`src/rtl/alu_share_pkg.sv`:
```
// Shared types and constants for the ALU-sharing controller.
// Holds width defaults, FSM state encoding, ALU op codes, grant helper.
package alu_share_pkg;

    localparam int DEF_W     = 5;
    localparam int DEF_SEL_W = 2;

    typedef enum logic [1:0] {
        IDLE = 2'd0,
        EXEC = 2'd1,
        RESP = 2'd2
    } state_t;

    localparam logic [1:0] OP_CMP    = 2'b00;
    localparam logic [1:0] OP_MUL_SH = 2'b01;
    localparam logic [1:0] OP_MUL_HI = 2'b10;
    localparam logic [1:0] OP_SUB    = 2'b11;

    // Requester index -> one-hot select over the two requesters.
    function automatic logic [1:0] onehot2(input logic idx);
        return idx ? 2'b10 : 2'b01;
    endfunction

endpackage

```
`src/rtl/alu_share_ctrl_rr_arb2.sv`:
```
// Two-input arbiter producing a one-hot (or zero) grant.
// Ports: valid[1:0] requests, last_grant previous winner, grant[1:0].
// Macro ALU_SHARE_RR_EN: defined -> round-robin on ties,
// undefined -> requester 0 always wins ties.
import alu_share_pkg::*;

module rr_arb2 (
    input  logic [1:0] valid,
    input  logic       last_grant,
    output logic [1:0] grant
);

    logic [1:0] tie;

`ifdef ALU_SHARE_RR_EN
    // Favour whoever did not win last time.
    assign tie = onehot2(~last_grant);
`else
    logic unused_last_grant;
    assign unused_last_grant = last_grant;
    assign tie = 2'b01;
`endif

    always_comb begin
        grant = 2'b00;
        unique case (1'b1)
            (valid == 2'b11): grant = tie;
            (valid == 2'b01): grant = 2'b01;
            (valid == 2'b10): grant = 2'b10;
            default:          grant = 2'b00;
        endcase
    end

endmodule

```
`src/rtl/alu_share_ctrl.sv`:
```
// Shares one combinational ALU between two valid/ready requesters.
// Ports: clk, rst (sync, active high); req_valid/req_ready and
// per-requester x/y/s/cin; rsp_valid pulse with rsp_f/rsp_cout;
// registered alu_x/alu_y/alu_s/alu_cin out, alu_f/alu_cout in; busy.
// Macro ALU_SHARE_RR_EN (in rr_arb2) selects round-robin ties.
import alu_share_pkg::*;

module alu_share_ctrl #(
    parameter int W     = DEF_W,
    parameter int SEL_W = DEF_SEL_W
) (
    input  logic             clk,
    input  logic             rst,
    input  logic [1:0]       req_valid,
    output logic [1:0]       req_ready,
    input  logic [W-1:0]     req0_x,
    input  logic [W-1:0]     req0_y,
    input  logic [SEL_W-1:0] req0_s,
    input  logic             req0_cin,
    input  logic [W-1:0]     req1_x,
    input  logic [W-1:0]     req1_y,
    input  logic [SEL_W-1:0] req1_s,
    input  logic             req1_cin,
    output logic [1:0]       rsp_valid,
    output logic [W-1:0]     rsp_f,
    output logic             rsp_cout,
    output logic [W-1:0]     alu_x,
    output logic [W-1:0]     alu_y,
    output logic [SEL_W-1:0] alu_s,
    output logic             alu_cin,
    input  logic [W-1:0]     alu_f,
    input  logic             alu_cout,
    output logic             busy
);

    state_t     state;
    state_t     state_nxt;
    logic       last_grant;
    logic       owner;
    logic [1:0] grant;
    logic       accept;
    logic       win;

    rr_arb2 u_arb (
        .valid      (req_valid),
        .last_grant (last_grant),
        .grant      (grant)
    );

    assign accept = |(req_valid & req_ready);
    assign win    = req_ready[1];

    always_ff @(posedge clk) begin
        if (rst) begin
            state <= IDLE;
        end else begin
            state <= state_nxt;
        end
    end

    always_comb begin
        state_nxt = state;
        req_ready = 2'b00;
        rsp_valid = 2'b00;
        busy      = 1'b1;
        unique case (state)
            IDLE: begin
                busy      = 1'b0;
                req_ready = grant;
                if (accept) begin
                    state_nxt = EXEC;
                end
            end
            EXEC: begin
                state_nxt = RESP;
            end
            RESP: begin
                rsp_valid = onehot2(owner);
                state_nxt = IDLE;
            end
            default: begin
                state_nxt = IDLE;
            end
        endcase
    end

    // Operands change only on accept so the ALU sees a stable input
    // for the whole EXEC cycle; the result is captured at its end.
    always_ff @(posedge clk) begin
        if (rst) begin
            alu_x      <= '0;
            alu_y      <= '0;
            alu_s      <= '0;
            alu_cin    <= 1'b0;
            rsp_f      <= '0;
            rsp_cout   <= 1'b0;
            owner      <= 1'b0;
            last_grant <= 1'b1;
        end else begin
            if (accept) begin
                alu_x      <= win ? req1_x : req0_x;
                alu_y      <= win ? req1_y : req0_y;
                alu_s      <= win ? req1_s : req0_s;
                alu_cin    <= win ? req1_cin : req0_cin;
                owner      <= win;
                last_grant <= win;
            end
            if (state == EXEC) begin
                rsp_f    <= alu_f;
                rsp_cout <= alu_cout;
            end
        end
    end

endmodule
```
`config.mk`:
```
export PLATFORM = sky130hd
export DESIGN_NAME = alu_share_ctrl
export DESIGN_NICKNAME = d
export VERILOG_FILES = /design/src/rtl/alu_share_pkg.sv /design/src/rtl/alu_share_ctrl_rr_arb2.sv /design/src/rtl/alu_share_ctrl.sv
export SDC_FILE = /design/constraint.sdc
export NUM_CORES = 1
export LEC_CHECK = 0
export CORE_UTILIZATION = 35
export DETAILED_ROUTE_END_ITERATION = 6
export PLACE_DENSITY = 0.8
export SLEW_MARGIN = 20
export SYNTH_ARGS = -nofsm -noshare
export SYNTH_HDL_FRONTEND = slang
export SYNTH_HIERARCHICAL = 1
export SYNTH_SLANG_ARGS = --single-unit
```
`constraint.sdc`:
```
create_clock -name clk -period 1.2 [get_ports clk]
set_input_delay 0.24 -clock clk [delete_from_list [all_inputs] [get_ports clk]]
set_output_delay 0.24 -clock clk [all_outputs]
set_load 0.01 [all_outputs]
```
==> metrics.md <==
| Metric | Value |
|---|---|
| Status | `finished with violations` |
| Failing checks | `setup timing` |
| Achievable Freq | `716 MHz` |
| Final cell count without fillers | `219` |
| DRC Markers | `0` |
| Worst r2r src | `state[1]$_SDFFE_PP0P_` |
| # rows | `20` |
| IO buf count | `59` |
| RR Endpoint | `alu_x[3]$_SDFFE_PP0P_` |
| Buffers and inverters on the worst path | `2` |
| Via count | `1067` |
| GRT Total Usage | `0.178` |
| HP Start | `alu_x[3]$_SDFFE_PP0P_` |
| Met1 WL | `1210 um` |
| Clk Latency, worst-skew pair | `0.31 ns` |
| Drt first pass iters | `3` |
| RSZ-0062 raised after global routing | `yes` |
| CTS H-tree depth | `1` |
| CTS sink cnt | `22` |
| Gate Count Post-Synth | `98` |
| Total power | `1.79 mW` |
| Period utilisation layout | `1.16` |
| Initial DRC count | `19` |
| Critical path data required time | `0.96 ns` |
| Setup Viol. Count Final | `8` |
| Final #Nets | `213` |
| Antenna Cells | `0` |
| NetSw | `0.518 mW` |
| Routed met2 length | `1560 um` |
| Synth Area per Inst | `11.8 um2` |
| Pleak | `0.826 nW` |
| Die area | `3530 um2` |
| Commonest non-fill, non-tap cell in the layout | `clkdlybuf4s50_1` |
| Hold worst-path end | `alu_x[3]$_SDFFE_PP0P_` |
| Synth Net Count | `134` |
| Die width | `59.4 um` |
| Logic pwr share | `0.353` |
| Power per standard cell area | `908 nW/um2` |
| DP HPWL | `2030 um` |
| Num CTS Buffers | `3` |
| Launching element type of the critical path | `register` |
| PnR worst setup slack | `-0.197 ns` |
| Max layer used | `met4` |
| R2R setup slack | `0 ns` |
| Worst Tran Pin Value | `0.211 ns` |
| Share of cells above drive strength 1 | `0.446` |
| Slew margin rel. | `0.856` |
| Max incr delay on CP | `0.38 ns` |
| Global-route wire length before repair | `4650 um` |
| Crit path from | `state[1]$_SDFFE_PP0P_` |
| Remaining Overflow, GRT | `0` |
| Max cap viols | `0` |
| Starting Density | `0.372` |
| Reg clk slew, reported paths | `0.11 ns` |
| Clock Tree Root | `clkbuf_4` |
| Slowest CP cell | `dfxtp_4` |
| Worst Reg-to-Reg Cells | `7` |
| Core box area | `3100 um2` |
| Final core occ | `0.635` |
| Vias/cell | `4.87` |
| CTS tree | `yes` |
| Switching part of the total power | `0.290` |
| Initial antenna violation count | `0` |
| FILL cells | `269` |
| Register share of total power | `0.461` |
| CP arrival | `1.16 ns` |
| Pins over their slew limit | `0` |
| Internal | `1.27 mW` |
| Mapped Area | `1150 um2` |
| Worst-path fanout max | `5` |
| WL/cell | `13.7 um` |
| Vias in the first global route | `1035` |
| Setup crit end kind | `output pin` |
| Worst vdd ir | `0.394 mV` |
| Ordered cell list for the critical path | `nor2_8, buf_12, and2_4, buf_6` |
| Syn. warnings | `6` |
| Critical path type | `register to output pin` |
| Clock power share | `0.186` |
| Worst Hold Depth | `2` |
| CTS Buffer Depth | `2` |
| Ports | `60` |
| Fin. Hold Viols | `0` |
| Tmin final | `1.40 ns` |
| Area growth, synth to finish | `70.6%` |
| Hold-fix buffers, CTS | `0` |
| Cells after DPL | `202` |
| WL met3 | `186 um` |
| Largest net degree at the start of global routing | `23` |
| ANT nets after route | `0` |
| HP Class | `register to register` |
| Pre-CTS WS | `-0.657 ns` |
| Most frequent cells in the layout | `clkdlybuf4s50_1, mux2i_1, buf_4` |
| Cell family with most CP delay | `flip-flops` |
| Die height | `59.4 um` |
| WL final | `3010 um` |
| GPL Wtd Cong | `0.620` |
| Clock Skews | `0.00300 ns` |
-- power groups by stage --
stage	logic [mW]	registers (mW)	clock network, mW
final	0.631	0.825	0.333
after detailed placement	0.571	0.841	0
after floorplan	0.274	0.861	0
after global routing	0.675	0.833	0.381
after CTS	0.616	0.820	0.345
after global placement	0.559	0.839	0
-- sequential cells by signal, indices dropped and copies added (netlist names) --
signal    cells
alu_x         5
alu_y         5
rsp_f         5
alu_s         2
state         2
alu_cin       1
owner         1
rsp_cout      1
-- repair_timing --
| action | 4_1_cts | 5_1_grt |
|---|---|---|
| buffers inserted | 14 | 0 |
| resized for setup | 57 | 32 |
| pin swaps | 5 | 1 |
| endpoints found under the setup margin | 39 | 39 |
-- worst max-delay path by stage --
stage	depth (start not counted)	to	slack (ns)
after CTS	4	req_ready[1]	-0.21
after detailed placement	6	alu_y[0]$_SDFFE_PP0P_	-0.66
after global placement	4	req_ready[1]	-0.58
after global routing	4	req_ready[0]	-0.25
after floorplan	6	alu_cin$_SDFFE_PP0P_	-0.003
final	4	req_ready[1]	-0.20
-- cell type report --
cell class / count / area, um2 / area share
repair buffers: 83 / 790 / 0.401
multi-input cells: 66 / 641 / 0.325
flip-flops and latches: 22 / 454 / 0.230
well taps: 44 / 55.1 / 0.0279
clock buffers: 3 / 22.5 / 0.0114
inverters: 1 / 8.76 / 0.00444
-- worst reg2reg max path, cell delays in order, from the launching register on --
cell      delay (ns)
dfxtp_4         0.38
nor2_8          0.12
buf_12          0.12
inv_6           0.03
buf_6           0.11
nor2_4          0.12
buf_12          0.15
a211oi_2        0.06
-- through the flow --
stage,TNS (ns),cell area (um2),hold slack (ns)
finish,-0.836,1970,0.515
global route,-1.47,1970,0.531
CTS,-0.896,1950,0.517
detailed placement,-10.80,1800,0.502
global placement,-9.74,1800,0.478
floorplan,-0.00280,1150,0.313
-- layer usage --
layer | vias up | track usage
li1 | 513 | -
met1 | 509 | 0.201
met2 | 40 | 0.331
met3 | 5 | 0.0262
met4 | 0 | 0.0680
met5 | - | 0
No activity file was read; power rests on OpenSTA's default activity.
